--- config.mk ---
export PLATFORM = sky130hd
export DESIGN_NAME = accel_host_seq
export DESIGN_NICKNAME = d
export VERILOG_FILES = /design/src/rtl/accel_host_seq.sv
export SDC_FILE = /design/constraint.sdc
export NUM_CORES = 1
export LEC_CHECK = 0
export ABC_AREA = 1
export CAP_MARGIN = 20
export CORE_UTILIZATION = 30
export DETAILED_ROUTE_END_ITERATION = 8
export SYNTH_ARGS = -nofsm -noshare
export SYNTH_HDL_FRONTEND = slang
export SYNTH_SLANG_ARGS = --single-unit
--- constraint.sdc ---
create_clock -name clk -period 2.65 [get_ports clk]
set_input_delay 0.53 -clock clk [delete_from_list [all_inputs] [get_ports clk]]
set_output_delay 0.53 -clock clk [all_outputs]
set_load 0.005 [all_outputs]
--- src/rtl/accel_host_seq.sv ---
// Host-side job sequencer: loads input bytes into the accelerator, kicks it, waits for done,
// and buffers result bytes in a FIFO. Define ACCEL_SEQ_TIMEOUT_EN to enable the RUN timeout.
module accel_host_seq #(
  parameter int ADDR_W         = 16,
  parameter int FIFO_DEPTH     = 16,
  parameter int TIMEOUT_CYCLES = 4096
) (
  input  logic              clk,
  input  logic              rst,
  input  logic              run_req,
  input  logic [ADDR_W-1:0] load_base,
  input  logic [ADDR_W-1:0] load_len,
  input  logic              s_valid,
  input  logic [7:0]        s_data,
  output logic              s_ready,
  output logic [ADDR_W-1:0] input_addr,
  output logic [7:0]        input_data,
  output logic              input_we,
  output logic              start,
  input  logic              done,
  input  logic              busy,
  input  logic [7:0]        output_data,
  input  logic              output_valid,
  output logic              m_valid,
  output logic [7:0]        m_data,
  input  logic              m_ready,
  output logic              seq_busy,
  output logic              job_done,
  output logic [2:0]        err
);

  localparam int PTR_W = $clog2(FIFO_DEPTH);

  if (FIFO_DEPTH < 2 || (FIFO_DEPTH & (FIFO_DEPTH - 1)) != 0 || TIMEOUT_CYCLES < 2) begin : g_bad_cfg
    $error("accel_host_seq: FIFO_DEPTH must be a power of two >= 2 and TIMEOUT_CYCLES >= 2");
  end

  typedef enum logic [2:0] {S_IDLE, S_LOAD, S_KICK, S_RUN, S_FINISH} state_e;

  state_e            state_q, state_d;
  logic [ADDR_W-1:0] base_q, base_d, len_q, len_d, cnt_q, cnt_d;
  logic [ADDR_W-1:0] input_addr_q, input_addr_d;
  logic [7:0]        input_data_q, input_data_d;
  logic              input_we_q, input_we_d;
  logic              s_ready_q, s_ready_d;
  logic              start_q, start_d;
  logic              job_done_q, job_done_d;
  logic              seq_busy_q, seq_busy_d;
  logic [2:0]        err_q, err_d;

  logic [7:0]        mem_q [FIFO_DEPTH];
  logic [PTR_W:0]    wr_ptr_q, wr_ptr_d, rd_ptr_q, rd_ptr_d;
  logic              m_valid_q, m_valid_d;
  logic [7:0]        m_data_q, m_data_d;
  logic              pop, push, full, ovf, tmo;

`ifdef ACCEL_SEQ_TIMEOUT_EN
  localparam int TW = $clog2(TIMEOUT_CYCLES);
  logic [TW-1:0] run_cnt_q, run_cnt_d;

  always_comb begin
    run_cnt_d = '0;
    if (state_q == S_RUN) run_cnt_d = run_cnt_q + TW'(1);
  end
  assign tmo = (run_cnt_q == TW'(TIMEOUT_CYCLES - 1));

  always_ff @(posedge clk) begin
    if (rst) run_cnt_q <= '0;
    else     run_cnt_q <= run_cnt_d;
  end
`else
  assign tmo = 1'b0;
`endif

  // Result FIFO: a full FIFO still takes a push when the head leaves in the same cycle.
  always_comb begin
    pop      = m_valid_q && m_ready;
    full     = (wr_ptr_q[PTR_W] != rd_ptr_q[PTR_W]) &&
               (wr_ptr_q[PTR_W-1:0] == rd_ptr_q[PTR_W-1:0]);
    push     = output_valid && (!full || pop);
    ovf      = output_valid && full && !pop;
    wr_ptr_d = wr_ptr_q + (PTR_W + 1)'(push);
    rd_ptr_d = rd_ptr_q + (PTR_W + 1)'(pop);
    m_valid_d = (wr_ptr_d != rd_ptr_d);
    // The byte being written this cycle becomes the head when the FIFO is otherwise empty.
    if (push && (rd_ptr_d == wr_ptr_q)) m_data_d = output_data;
    else                                m_data_d = mem_q[rd_ptr_d[PTR_W-1:0]];
  end

  always_comb begin
    state_d      = state_q;
    base_d       = base_q;
    len_d        = len_q;
    cnt_d        = cnt_q;
    input_addr_d = input_addr_q;
    input_data_d = input_data_q;
    input_we_d   = 1'b0;
    err_d        = err_q;
    unique case (state_q)
      S_IDLE: begin
        if (run_req) begin
          if (busy) begin
            err_d[2] = 1'b1;
          end else begin
            err_d   = '0;
            base_d  = load_base;
            len_d   = load_len;
            cnt_d   = '0;
            state_d = (load_len != '0) ? S_LOAD : S_KICK;
          end
        end
      end
      S_LOAD: begin
        if (s_valid && s_ready_q) begin
          input_addr_d = base_q + cnt_q;
          input_data_d = s_data;
          input_we_d   = 1'b1;
          cnt_d        = cnt_q + ADDR_W'(1);
          if (cnt_q == len_q - ADDR_W'(1)) state_d = S_KICK;
        end
      end
      S_KICK:   state_d = S_RUN;
      S_RUN: begin
        if (done) begin
          state_d = S_FINISH;
        end else if (tmo) begin
          err_d[0] = 1'b1;
          state_d  = S_FINISH;
        end
      end
      S_FINISH: state_d = S_IDLE;
      default:  state_d = S_IDLE;
    endcase
    if (ovf) err_d[1] = 1'b1;
    // Registered outputs are decoded from the next state so they line up with it.
    s_ready_d  = (state_d == S_LOAD);
    start_d    = (state_d == S_KICK);
    job_done_d = (state_d == S_FINISH);
    seq_busy_d = (state_d != S_IDLE);
  end

  always_ff @(posedge clk) begin
    if (push) mem_q[wr_ptr_q[PTR_W-1:0]] <= output_data;
  end

  always_ff @(posedge clk) begin
    if (rst) begin
      state_q      <= S_IDLE;
      base_q       <= '0;
      len_q        <= '0;
      cnt_q        <= '0;
      input_addr_q <= '0;
      input_data_q <= '0;
      input_we_q   <= 1'b0;
      s_ready_q    <= 1'b0;
      start_q      <= 1'b0;
      job_done_q   <= 1'b0;
      seq_busy_q   <= 1'b0;
      err_q        <= '0;
      wr_ptr_q     <= '0;
      rd_ptr_q     <= '0;
      m_valid_q    <= 1'b0;
      m_data_q     <= '0;
    end else begin
      state_q      <= state_d;
      base_q       <= base_d;
      len_q        <= len_d;
      cnt_q        <= cnt_d;
      input_addr_q <= input_addr_d;
      input_data_q <= input_data_d;
      input_we_q   <= input_we_d;
      s_ready_q    <= s_ready_d;
      start_q      <= start_d;
      job_done_q   <= job_done_d;
      seq_busy_q   <= seq_busy_d;
      err_q        <= err_d;
      wr_ptr_q     <= wr_ptr_d;
      rd_ptr_q     <= rd_ptr_d;
      m_valid_q    <= m_valid_d;
      m_data_q     <= m_data_d;
    end
  end

  assign s_ready    = s_ready_q;
  assign input_addr = input_addr_q;
  assign input_data = input_data_q;
  assign input_we   = input_we_q;
  assign start      = start_q;
  assign job_done   = job_done_q;
  assign seq_busy   = seq_busy_q;
  assign err        = err_q;
  assign m_valid    = m_valid_q;
  assign m_data     = m_data_q;

endmodule
# After elaboration in Yosys (flattened, before gate mapping)
# Memories as Yosys holds them, arrays and structs flattened.
# Cells that the tools add are included.
# W data, S select, Z words.
[word_totals] ramBits=128 register_bits=101 romBits=0 out_inout_bits=41 inputBits=56 word_cells=82 latch_bits=0 n_memories=1
[op_classes] n_div=0 n_mux=20 addsub=5 n_reduce_logical=22 shifts=0 n_bitwise=2 eq_ne=15 mul=0 magnitude_cmp=0
[mem_list] name="mem_q" words=16 width=8 read_ports=1 rd_clocked_by_memory_dff=0 wr=1 line="51" source="logic [7:0] mem_q [FIFO_DEPTH];"
[op_table] cell="$mux W16" count=3
[op_table] cell="$pmux W16 S2" count=1
[op_table] cell="$add A16 B1 Y16 const B" count=1
[op_table] cell="$add A16 B16 Y16" count=1
[op_table] cell="$eq A16 B16 Y1" count=1
[op_table] cell="$reduce_bool A16 Y1" count=1
[op_table] cell="$sub A16 B1 Y16 const B" count=1
[op_table] cell="$mux W3" count=5
[op_table] cell="$pmux W3 S4" count=1
[op_table] cell="$add A5 B1 Y5" count=2
[op_table] cell="$eq A3 B2 Y1 const B" count=3
[op_table] cell="$mux W8" count=1
[op_table] cell="$logic_and A1 B1 Y1" count=7
[op_table] cell="$eq A3 B1 Y1 const B" count=2
[op_table] cell="$mux W1" count=6
[op_table] cell="$mux W2" count=3
[op_table] cell="$ne A2 B2 Y1 const B" count=3
[op_table] cell="$reduce_and A3 Y1" count=2
[op_table] cell="$reduce_bool A2 Y1" count=3
[op_table] cell="$eq A5 B5 Y1" count=1
[op_table] cell="$ne A5 B5 Y1" count=1
[op_table] cell="$eq A4 B4 Y1" count=1
[op_table] cell="$reduce_and A2 Y1" count=2
[op_table] cell="$reduce_and A4 Y1" count=1
[op_table] cell="9 further kinds" count=11

# Longest topological paths before layout
[depth] ltp_word=7 depth_mapped=17

# Worst setup path before layout
# No wires, ideal clock.
[synth_path] path_type="input to register" startpoint="in m_ready" endpoint="reg m_data_q[0], in the netlist m_data[0]" n_path_buf=1 stages=12 arrival_ps=2089 setup_ps=113 path_slack_ps=448 cell_sequence="nand2_1 -> inv_1 -> ha_1 -> ha_1 -> inv_1 -> nand2_1 -> nand4_1 -> nor3_4 -> nand3_4 -> buf_6 -> nor2_1 -> nor2_1"
[synth_via] elab_chain_cells=5
[synth_lines] element="start: declaration" line="26" source="input logic m_ready,"
[synth_lines] element="$logic_and A1 B1 Y1 (*)" line="77" source="pop = m_valid_q && m_ready;"
[synth_lines] element="$add A5 B1 Y5 (*)" line="83" source="rd_ptr_d = rd_ptr_q + (PTR_W + 1)'(pop);"
[synth_lines] element="net rd_ptr_d[1]" line="52" source="logic [PTR_W:0] wr_ptr_q, wr_ptr_d, rd_ptr_q, rd_ptr_d;"
[synth_lines] element="branches (longest 2 deep; another with $mem_v2 Z16 W8)"
[synth_lines] element="$mux W8 (*)" line="86" source="if (push && (rd_ptr_d == wr_ptr_q)) m_data_d = output_data;"
[synth_lines] element="end signal: assignment" line="180" source="m_data_q <= m_data_d;"
[synth_lines] element="end: declaration" line="54" source="logic [7:0] m_data_q, m_data_d;"
# Mark *: on every way through the listed nets, which the timed path passes.
# A chain may end at the register's enable or synchronous reset.

# Worst setup path in the final report
[layout_path] startpoint="reg wr_ptr_q[3]" endpoint="reg m_valid_q, in the netlist m_valid"
[layout_via] elab_chain_cells=7
[layout_lines] element="start: declaration" line="52"
[layout_lines] element="start signal: assignment" line="177" source="wr_ptr_q <= wr_ptr_d;"
[layout_lines] element="$eq A4 B4 Y1" line="79" source="(wr_ptr_q[PTR_W-1:0] == rd_ptr_q[PTR_W-1:0]);"
[layout_lines] element="$logic_and A1 B1 Y1" line="78" source="full = (wr_ptr_q[PTR_W] != rd_ptr_q[PTR_W]) &&"
[layout_lines] element="$logic_not A1 Y1" line="80" source="push = output_valid && (!full || pop);"
[layout_lines] element="$logic_or A1 B1 Y1" line="80"
[layout_lines] element="$logic_and A1 B1 Y1" line="80"
[layout_lines] element="$add A5 B1 Y5" line="82" source="wr_ptr_d = wr_ptr_q + (PTR_W + 1)'(push);"
[layout_lines] element="net wr_ptr_d[1]" line="52"
[layout_lines] element="$ne A5 B5 Y1" line="84" source="m_valid_d = (wr_ptr_d != rd_ptr_d);"
[layout_lines] element="end signal: assignment" line="179" source="m_valid_q <= m_valid_d;"
[layout_lines] element="end: declaration" line="53" source="logic m_valid_q, m_valid_d;"
# The timed path passes the listed nets, and every way through them passes these cells.

==> results.md <==
* Outcome: complete, no violations
* Synth top area cells: edfxtp_1, dfxtp_1, nor2_1
* Total CTS buffers at 26
* Final Hold Viols at 0
* Number of violations of the max-capacitance limit at 0
* Measured slew at the worst slew-check pin at 0.766 ns
* Worst Hold Class: reg2reg
* Pwr Density at 684 nW/um^2
* Peak Freq at 0.407 GHz
* Yosys reg bits at 229
* Reg area at 5880 sq um
* Final GP Congestion at 0.892
* Setup Skew at 0.00914 ns
* Yosys warns at 0
* Chip width at 189 microns
* Syn Inst Count at 1133
* CP max-delay cell: dfxtp_1
* Htree depth at 1
* Cell type with the largest total area after synthesis: edfxtp_1
* WS Path Type: reg2reg
* Worst-path clk slew at 0.06 ns
* Iteration-0 DRC count of the detailed router at 539
* IO Port Bufs at 95
* Seq/Total Area, Yosys at 56.1%
* Filler cell count at 3406
* Cell area after synthesis at 10500 sq um
* Ys async rst share at 0%
* Slew margin rel. at 48.8%
* Core area at 34500 sq um
* Die Y at 189 microns
* WP buf/inv at 3
* Post-Syn Area per Cell at 9.23 sq um
* Clock tree sinks at 229
* Overall Global Routing Usage at 15.6%
* Max incr delay on CP at 0.48 ns
* Top_reg_cell synth: edfxtp_1
* DR WL/cell at 16.1 microns
* Leak Pwr at 5.10 nW
* DRC at 0
* Worst-Skew Late Latency at 0.52 ns
* Footprint of the multi-input gates at 4070 sq um
* Crit path max-delay family: compound AO/OA/AOI/OAI gates
* Tcrit/Tclk final at 92.7%
* CP Data Required Time at 3.06 ns
* DP HPWL at 20000 microns
* Netlist cell types at 51
* Crit path cell chain: xor2_1 > nor2_1 > o2111ai_2 > nand2_1 > inv_2 > ha_2 > ha_2 > inv_1 > nand2_1 > nand4_1 > nor2_1 > o211ai_1 > o31ai_1 > inv_1
* Maximum vdd drop at 538 uV
* Max Fanout on Critical Path at 5
* # rows at 68
* Die area at 35600 sq um
* Crit start category: register
* Post-synth net total at 1211
* Layout cell share with drive strength beyond 1 at 12.5%
* WL final at 28100 microns
* Number of diodes at 0
* Initial antenna violation count at 0
* CP arrival at 2.87 ns
* EDFF count, synth at 128
* Total I/O pin count at 97
* Clock Root Buffer: clkbuf_16
* Vias per cell at 4.77
* Initial core utilization at 30.4%
* Pwr Total at 9.13 mW
* DRT antenna net count at 0
* First-pass GRT wire length at 44100 microns
* Number of global-route vias before repair at 8000
* Congestion Overflow GR at 0
* DR vias at 8357
* Min cycle time layout at 2.46 ns
* Pins over their slew limit at 0
* Worst Setup End Kind: register
* Pre-Repair DR Iteration Count at 5
* Endpoints failing setup at 0
* Largest net degree at the start of global routing at 38
* Top-area cell type share of the netlist area at 36.7%
* Area grow syn2layout at 27.7%
* Finished Layout Cells at 1753
* Final nets at 1356
* CTS tree: built
* Placed cells at 1700
* Max Root-Sink Buffers at 3
-- flip-flops by register name, indices dropped and copies added (netlist names), 3 cells and up --
register	count
cnt_q	16
mem_q	128
state_q	3
input_addr	16
len_q	16
rd_ptr_q	5
input_data	8
wr_ptr_q	5
base_q	16
m_data	8
-- logic make-up (layout without fill, tap and decap cells) --
family                   after synthesis  in the layout  share of synthesized area, %
AND/OR/NAND/NOR                      499            499                          21.2
flip-flops                           229            229                          56.1
AO/OA/AOI/OAI                        221            221                          12.3
buffers and inverters                132            297                          5.18
XOR/XNOR                              29             29                          2.50
adder cells (fa/ha/maj)               22             22                          2.70
other                                  1              1                        0.0358
-- synth_stat cells, types with 21 or more instances --
cell type,n
nand2_1,161
o21ai_0,117
o221ai_1,35
edfxtp_1,128
a21oi_1,47
inv_1,74
dfxtp_1,101
nand3_1,64
ha_1,21
clkbuf_1,31
nor2_1,210
-- through the flow --
step / hold WS, ns / TNS (ns) / utilization [%] / worst slack [ns] / cell area [sq um]
floorplan: 0.460 / 0 / - / 0.448 / 10500
global placement: 0.454 / -2.75 / 35.8 / -0.275 / 12300
detailed placement: 0.460 / -1.71 / 35.8 / -0.227 / 12300
CTS: 0.469 / 0 / 38.5 / 0.0975 / 13300
global route: 0.493 / -0.0659 / 38.8 / -0.0659 / 13400
finish: 0.466 / 0 / 38.8 / 0.194 / 13400
-- final timing paths --
path                            slack, ns                       start  cells after the start                          to
worst min-delay path                 0.47  input_data[4]$_SDFFE_PP0P_                      2  input_data[4]$_SDFFE_PP0P_
worst max register to register       0.19      wr_ptr_q[3]$_SDFF_PP0_                     14          m_valid$_SDFF_PP0_
worst max-delay path                 0.19      wr_ptr_q[3]$_SDFF_PP0_                     14          m_valid$_SDFF_PP0_
worst min register to register       0.47  input_data[4]$_SDFFE_PP0P_                      2  input_data[4]$_SDFFE_PP0P_
-- placed cells by master, fill, tap and decap left out, types with 3 or more instances in the layout --
cell | netlist | layout
nor2_4 | 7 | 7
clkinv_1 | 3 | 5
o221ai_1 | 35 | 35
nand4_1 | 11 | 11
nor2_2 | 5 | 5
o21a_1 | 3 | 3
ha_1 | 21 | 19
xor2_1 | 14 | 14
buf_4 | 1 | 66
nor3_1 | 9 | 9
clkbuf_16 | 0 | 28
o21ai_0 | 117 | 117
edfxtp_1 | 128 | 128
xnor2_1 | 14 | 13
nand3_2 | 4 | 4
inv_2 | 4 | 6
clkinv_2 | 0 | 3
inv_1 | 74 | 72
nor3_2 | 4 | 4
clkdlybuf4s50_1 | 0 | 95
nand3_1 | 64 | 64
a21o_1 | 3 | 3
bufinv_16 | 0 | 6
nor2_1 | 210 | 210
nor4_1 | 4 | 4
buf_12 | 0 | 6
nand2_2 | 5 | 5
clkbuf_1 | 31 | 5
dfxtp_1 | 101 | 96
nand3b_1 | 6 | 6
a21oi_1 | 47 | 47
o211ai_1 | 5 | 5
dfxtp_4 | 0 | 3
nand2_1 | 161 | 161
-- metal layers --
layer	global-route usage (%)	share of wire [%]	routed length, microns	up-vias
met1	20.9	45	12800	3920
met5	0	0	0	-
met4	3.88	2.0	566	0
li1	-	-	-	4187
met2	26.3	48	13500	212
met3	2.27	4.7	1320	38
-- timing repair --
item | in CTS | in global routing
endpoints found under the hold margin | 0 | 0
resized for setup | 0 | 15
setup endpoints to repair | 0 | 1
hold buffers | 0 | 0
buffers inserted | 0 | 5
-- tightest hold or removal path: cells and delay by family (launching register included) --
| family | cells | cell delay (ns) |
|---|---|---|
| compound gates | 1 | 0.06 |
| flops | 1 | 0.31 |
| simple gates | 1 | 0.06 |
-- report_power, final --
| part | internal (mW) | total (mW) | leakage, nW | switching [mW] |
|---|---|---|---|---|
| clock | 2.53 | 3.93 | 0.460 | 1.41 |
| sequential | 3.85 | 3.92 | 1.98 | 0.0719 |
| combinational | 0.524 | 1.27 | 2.65 | 0.750 |
| total | 6.90 | 9.13 | 5.10 | 2.23 |
-- layout make-up --
type                    count  share of cell area [%]
flip-flops and latches    229                    44.0
multi-input cells         772                    30.5
repair buffers            167                    11.7
well taps                 455                    4.26
clock buffers              34                    5.49
inverters                  82                    2.34
clock inverters            14                    1.66
Note: power is estimated with default switching activity, not from simulation.
